$ cat src/rtl/pagerank_seq_sum.sv
// Sequential PageRank reducer: sums masked partial ranks one lane per cycle across the
// beats of one destination node, then applies damping and hands the result to write-back.
module pagerank_seq_sum #(
  parameter int unsigned    LANES = 10,
  parameter int unsigned    W     = 32,
  parameter logic [15:0]    DAMP  = 16'd55706,
  parameter logic [W-1:0]   BASE  = '0,
  parameter int unsigned    IDXW  = 32
) (
  input  logic                 clk,
  input  logic                 reset,
  input  logic                 in_valid,
  output logic                 in_ready,
  input  logic [LANES*W-1:0]   in_data,
  input  logic [LANES-1:0]     in_mask,
  input  logic                 in_last,
  input  logic [IDXW-1:0]      in_node,
  output logic                 out_valid,
  input  logic                 out_ready,
  output logic [W-1:0]         out_pr,
  output logic [IDXW-1:0]      out_node,
  output logic                 out_sat
);

  localparam int unsigned CW = (LANES > 1) ? $clog2(LANES) : 1;
  localparam logic [CW-1:0] LAST_LANE = CW'(LANES - 1);

  localparam logic [2:0] S_IDLE = 3'd0;
  localparam logic [2:0] S_SCAN = 3'd1;
  localparam logic [2:0] S_MUL  = 3'd2;
  localparam logic [2:0] S_DAMP = 3'd3;
  localparam logic [2:0] S_OUT  = 3'd4;

  logic [2:0]          state;
  logic [LANES*W-1:0]  data_q;
  logic [LANES-1:0]    mask_q;
  logic                last_q;
  logic [IDXW-1:0]     node_q;
  logic [CW-1:0]       lane_cnt;
  logic [W-1:0]        acc;
  logic                sat;
  logic [W-1:0]        prod_q;

  // Beat registers shift down one lane per SCAN cycle, so lane k is always in the low slot.
  logic [W-1:0] lane_val;
  logic         acc_carry;
  logic [W-1:0] acc_sum;
  logic [W-1:0] acc_next;
  logic [W-1:0] prod_next;
  logic         res_carry;
  logic [W-1:0] res_sum;

  assign lane_val               = data_q[W-1:0];
  assign {acc_carry, acc_sum}   = {1'b0, acc} + {1'b0, lane_val};
  assign acc_next               = acc_carry ? '1 : acc_sum;
  assign prod_next              = W'(({16'b0, acc} * {{W{1'b0}}, DAMP}) >> 16);
  assign {res_carry, res_sum}   = {1'b0, prod_q} + {1'b0, BASE};

  assign in_ready  = (state == S_IDLE);
  assign out_valid = (state == S_OUT);

  // The wide multiply is registered in S_MUL so it never shares a cycle with the
  // damping add and its saturation compare.
  always_ff @(posedge clk or negedge reset) begin
    if (!reset) begin
      // NOTE: beat registers are reset too; they are plain flops, not a RAM, and a known
      // value after reset keeps partial sums from ever picking up stale lane data.
      state    <= S_IDLE;
      data_q   <= '0;
      mask_q   <= '0;
      last_q   <= 1'b0;
      node_q   <= '0;
      lane_cnt <= '0;
      acc      <= '0;
      sat      <= 1'b0;
      prod_q   <= '0;
      out_pr   <= '0;
      out_node <= '0;
      out_sat  <= 1'b0;
    end else begin
      // NOTE: every state register here uses <= so all of them update from the same
      // pre-edge values, independent of statement order.
      case (state)
        S_IDLE: begin
          if (in_valid) begin
            data_q   <= in_data;
            mask_q   <= in_mask;
            last_q   <= in_last;
            if (in_last) node_q <= in_node;
            lane_cnt <= '0;
            state    <= S_SCAN;
          end
        end

        S_SCAN: begin
          if (mask_q[0]) begin
            acc <= acc_next;
            if (acc_carry) sat <= 1'b1;
          end
          data_q   <= data_q >> W;
          mask_q   <= mask_q >> 1;
          lane_cnt <= lane_cnt + CW'(1);
          if (lane_cnt == LAST_LANE) state <= last_q ? S_MUL : S_IDLE;
        end

        S_MUL: begin
          prod_q <= prod_next;
          state  <= S_DAMP;
        end

        S_DAMP: begin
          out_pr   <= res_carry ? '1 : res_sum;
          out_node <= node_q;
          out_sat  <= sat | res_carry;
          state    <= S_OUT;
        end

        S_OUT: begin
          if (out_ready) begin
            acc   <= '0;
            sat   <= 1'b0;
            state <= S_IDLE;
          end
        end

        default: state <= S_IDLE;
      endcase
    end
  end

endmodule
$ cat config.mk
export PLATFORM = sky130hd
export DESIGN_NAME = pagerank_seq_sum
export DESIGN_NICKNAME = d
export VERILOG_FILES = /design/src/rtl/pagerank_seq_sum.sv
export SDC_FILE = /design/constraint.sdc
export NUM_CORES = 2
export LEC_CHECK = 0
export CAP_MARGIN = 15
export CORE_MARGIN = 2
export CORE_UTILIZATION = 40
export CTS_BUF_LIST = sky130_fd_sc_hd__clkbuf_4 sky130_fd_sc_hd__clkbuf_8 sky130_fd_sc_hd__clkbuf_16
export DETAILED_ROUTE_END_ITERATION = 8
export PLACE_DENSITY = 0.64
export SLEW_MARGIN = 20
export SYNTH_ARGS = -nofsm -noshare
export SYNTH_HDL_FRONTEND = slang
export SYNTH_SLANG_ARGS = --single-unit
$ cat constraint.sdc
create_clock -name clk -period 6.4 [get_ports clk]
set_input_delay 1.28 -clock clk [delete_from_list [all_inputs] [get_ports clk]]
set_output_delay 1.28 -clock clk [all_outputs]
set_load 0.05 [all_outputs]
; Word-level counts from Yosys, hierarchy flattened
; Index checks and enable logic that the tools add are counted.
; W data, S select, Z words.
[op_classes]
n_mux = 19
mul = 1
n_addsub = 2
eq_ne = 10
n_reduce_logical = 9
[op_table]
columns = cell, count
row1 = $pmux W320 S2, 1
row2 = $mux W320, 1
row3 = $mux W32, 3
row4 = $pmux W32 S2, 1
row5 = $mul A32 B15 Y47 const B, 1
row6 = $add A32 B32 Y33, 1
row7 = $pmux W10 S2, 1
row8 = $pmux W3 S5, 1
row9 = $mux W10, 1
row10 = $mux W3, 3
row11 = $reduce_and A3 Y1, 3
row12 = $ne A2 B2 Y1 const B, 4
row13 = $pmux W4 S2, 1
row14 = $eq A3 B2 Y1 const B, 2
row15 = $add A4 B1 Y4 const B, 1
row16 = $eq A4 B4 Y1 const B, 1
row17 = $mux W4, 1
row18 = $reduce_and A2 Y1, 2
row19 = $reduce_and A4 Y1, 1
row20 = $reduce_bool A2 Y1, 2
row21 = $eq A3 B1 Y1 const B, 1
row22 = $eq A3 B3 Y1 const B, 1
row23 = $logic_not A3 Y1, 1
row24 = $mux W1, 3
row25 = 3 further kinds, 3
[word_totals]
word_cells = 53
in_bits = 367
output_inout_bits = 67
register_bits = 500

; Longest topological paths before layout
[depth]
depth_word = 4
depth_mapped = 22
ltp_nobuf = 21

; Worst setup path before layout
; OpenSTA, ideal clock, no wires.
[synth_timing]
path_type = reg2reg
start = register acc[24]
end = register prod_q[31]
slack_ps = 955
arrival_time_ps = 5315
path_buffers = 0
synth_period_minus_slack_ps = 5445
required_time_ps = 6270
setup_time_ps = 130
path_stages_with_launch = 20
path_cell_list = dfrtp_1 > ha_1 > inv_1 > fa_1 > fa_1 > inv_1 > fa_1 > fa_1 > inv_1 > fa_1 > inv_1 > ha_1 > and3_4 > nand2_1 > or3_1 > a2111oi_4 > nor3_1 > o31ai_2 > xnor2_1 > o21ai_1
[synth_via]
elab_chain_len = 1
[synth_lines]
columns = element, line_no
row1 = from (decl), 40  ; logic [W-1:0] acc;
row2 = from (signal assigned), 97  ; acc <= acc_next;
row3 = $mul A32 B15 Y47, 56  ; assign prod_next = W'(({16'b0, acc} * {{W{1'b0}}, DAMP}) >> 16);
row4 = to (signal assigned), 107  ; prod_q <= prod_next;
row5 = to (decl), 42  ; logic [W-1:0] prod_q;
; No other way between the ends.
; A chain may end at the register's enable or synchronous reset.

; Worst setup path after layout
[layout_timing]
start = register acc[1]
end = register prod_q[28]
; Same word-level chain as after synthesis.

==> impl_metrics.env <==
export IMPL_overflow=0
export IMPL_grt_first_pass_wirelength_mm=137.5
export IMPL_crit_type="register to register"
export IMPL_synthArstFlopShare=1.000
export IMPL_required_ns=6.91
export IMPL_antenna_found_initial=26
export IMPL_die_area_mm2=0.07854
export IMPL_fin_tns_setup_ns=0
export IMPL_dp_hpwl_mm=67.33
export IMPL_post_route_period_util=0.9333
export IMPL_hold_viol_final=0
export IMPL_routedWlPerCell_um=19.75
export IMPL_ys_ff_latch=500
export IMPL_drt_initial_drc_count=1611
export IMPL_core_area_mm2=0.07570
export IMPL_track_usage=0.2249
export IMPL_clock_sinks=500
export IMPL_num_vias=23090
export IMPL_cts_buffer_depth=3
export IMPL_drv_cap=0
export IMPL_synth_edff_count=0
export IMPL_critPathBufInv=3
export IMPL_via_per_inst=5.158
export IMPL_die_w_um=280.2
export IMPL_crit_path_top_delay_cell="fa_1"
export IMPL_port_buffers=433
export IMPL_cpLargestDelayFamily="adder cells"
export IMPL_drcViolationCount=0
export IMPL_timing_rr_start="acc[1]"
export IMPL_yosys_top_cells_area="dfrtp_1 (41%), fa_1 (11%), ha_1 (10%)"
export IMPL_syn_to_final_growth_pct=23.54
export IMPL_startpoint_type="register"
export IMPL_wl_mm=88.42
export IMPL_final_cell_mix="nor2_1 (625), dfrtp_1 (500), clkdlybuf4s50_1 (432), o22ai_1 (300), inv_1 (295)"
export IMPL_yosysTopAreaCellShare=0.4099
export IMPL_worst_pin_slew_ns=1.225
export IMPL_worstSkewPairLatency_ns=0.63
export IMPL_grt_max_degree=228
export IMPL_rr_worst_depth=21
export IMPL_die_h_um=280.2
export IMPL_critPathCaptureType="register"
export IMPL_syn_avg_cell_area_um2=9.862
export IMPL_slew_headroom=0.1834
export IMPL_postCtsSetupBuffers=0
export IMPL_crit_fanout=9
export IMPL_synth_area_mm2=0.03052
export IMPL_worstHoldStart="last_q"
export IMPL_hold_path_class="register to register"
export IMPL_rrSetupSlack_ns=0.43
export IMPL_holdPathStages=2
export IMPL_finalSetupViolCount=0
export IMPL_seq_area_frac_synth=0.4099
export IMPL_synth_warnings=0
export IMPL_cpPeakStageDelay_ns=0.53
export IMPL_synthCells=3095
export IMPL_first_pass_iters=5
export IMPL_clkSlewWorstSetupHoldPaths_ns=0.06
export IMPL_cts_made_buffers=56
export IMPL_cts_tree="yes"
export IMPL_synth_area_leader_cell="dfrtp_1"
export IMPL_rr_endpoint="prod_q[28]"
export IMPL_postRouteAntennaNets=0
export IMPL_finClkSkew_ns=0.02584
export IMPL_status="completed"
export IMPL_gp_congestion=0.9001
export IMPL_hold_end="last_q"
export IMPL_ios=434
export IMPL_synth_cell_type_count=79
export IMPL_start_util=0.4032
export IMPL_max_clock_freq_mhz=167.4
export IMPL_drive_gt1_frac=0.07481
export IMPL_cp_cell_sequence="ha_1 > xor2_1 > ha_1 > nand2b_1 > fa_1 > fa_1 > fa_1 > inv_1 > fa_1 > inv_1 > ha_1 > and4_4 > and3_1 > a211oi_1 > buf_4 > a21oi_1 > o21ai_1 > nand2_1 > a32oi_1 > mux2i_1 > a211o_1"
export IMPL_grt_pass1_vias=23690
export IMPL_cts_max_level=2
export IMPL_nets=4232
export IMPL_syn_nets=3881
export IMPL_cts_resized=0
export IMPL_ys_flop_type="dfrtp_1"
export IMPL_rsz0062_at_grt="no"
export IMPL_critPathMostFrequentCell="fa_1"
export IMPL_crit_arrival_ns=6.49
export IMPL_fp_row_count=101
export IMPL_cts_root_buf="clkbuf_16"
export IMPL_post_route_min_period_ns=5.973
export IMPL_hold_buffers=0
export IMPL_final_common_cell="nor2_1"
export IMPL_finalMaxSlewViolations=0
-- per-layer routing --
layer  share of wire  GRT usage  wire [um]
met4           0.026    0.06239       2301
met3           0.063    0.05637       5567
met2            0.47     0.3664      41640
met1            0.44     0.2976      38680
met5          0.0026          0        234
-- how the worst max path moves through the flow --
stage	startpoint	to	depth (start not counted)
final	acc[1]	prod_q[28]	21
after global routing	acc[8]	prod_q[28]	21
after CTS	acc[8]	prod_q[28]	21
after detailed placement	acc[8]	prod_q[28]	21
after global placement	acc[8]	prod_q[28]	22
after floorplan	acc[24]	prod_q[31]	19
-- through the flow --
| step | hold WS [ns] | setup WS (ns) | area, um^2 | cells | utilization |
|---|---|---|---|---|---|
| after global placement | 0.4587 | 0.4346 | 35690 | 4366 | 0.4715 |
| final | 0.4735 | 0.4270 | 37710 | 4476 | 0.4982 |
| after floorplan | 0.4446 | 0.9551 | 30520 | 3095 | - |
| after CTS | 0.4808 | 0.3828 | 37690 | 4467 | 0.4979 |
| after detailed placement | 0.4647 | 0.3952 | 35690 | 4366 | 0.4715 |
| after global routing | 0.5100 | 0.1114 | 37700 | 4474 | 0.4981 |
-- registers in the layout (all words and copies together), names as in the netlist --
| register | count |
|---|---|
| out_pr | 32 |
| out_node | 32 |
| last_q | 1 |
| mask_q | 10 |
| out_sat | 1 |
| acc | 32 |
| state | 3 |
| data_q | 320 |
| lane_cnt | 4 |
| prod_q | 32 |
| sat | 1 |
| node_q | 32 |
-- synthesized netlist by cell type (3+ instances only) --
cell / number
nand4_1: 19
nand3b_1: 4
nand2_1: 156
o21ai_1: 4
buf_1: 44
o22ai_1: 300
nor3_2: 3
nand3_1: 51
a21o_1: 50
a21oi_1: 75
and2_1: 8
o21a_1: 5
a31oi_1: 5
xnor2_1: 53
nor2_1: 625
clkbuf_1: 105
xor2_1: 40
inv_1: 295
dfrtp_1: 500
o211ai_1: 7
mux2_2: 98
fa_1: 170
o21ai_0: 70
nand2b_1: 7
and3_1: 5
nor2b_1: 8
buf_2: 6
buf_6: 4
a21boi_0: 3
o31ai_1: 3
a221o_1: 31
a211oi_2: 3
a211oi_1: 12
nor3_1: 11
ha_1: 249
o21bai_1: 10
or2_2: 6
-- worst min-delay path, stage by stage, from the launching register on --
cell     delay (ns)
dfrtp_1        0.34
nand2_1        0.05
nand2_1        0.05
-- cell families (layout without fill, tap and decap cells) --
family,Yosys count,after routing,share of synthesized area
AND/OR/NAND/NOR,916,916,0.1227
AO/OA/AOI/OAI,612,612,0.1331
flip-flops,500,500,0.4099
buffers and inverters,455,849,0.05730
adder cells (fa/ha/maj),419,419,0.2136
multiplexers,100,100,0.03681
XOR/XNOR,93,93,0.02668
other,0,9,0
-- final cells by class --
type / count / area, um^2
Clock inverter: 18 / 305.3
Tap cell: 978 / 1224
Clock buffer: 83 / 1692
Inverter: 295 / 1107
Multi-Input combinational cell: 2140 / 16300
Fill cell: 7038 / 37990
Sequential cell: 500 / 12510
Antenna cell: 9 / 22.52
Timing Repair Buffer: 453 / 4552
Power is not shown: default switching activity piles up to over one toggle a cycle in this logic, so the estimate is an artifact.
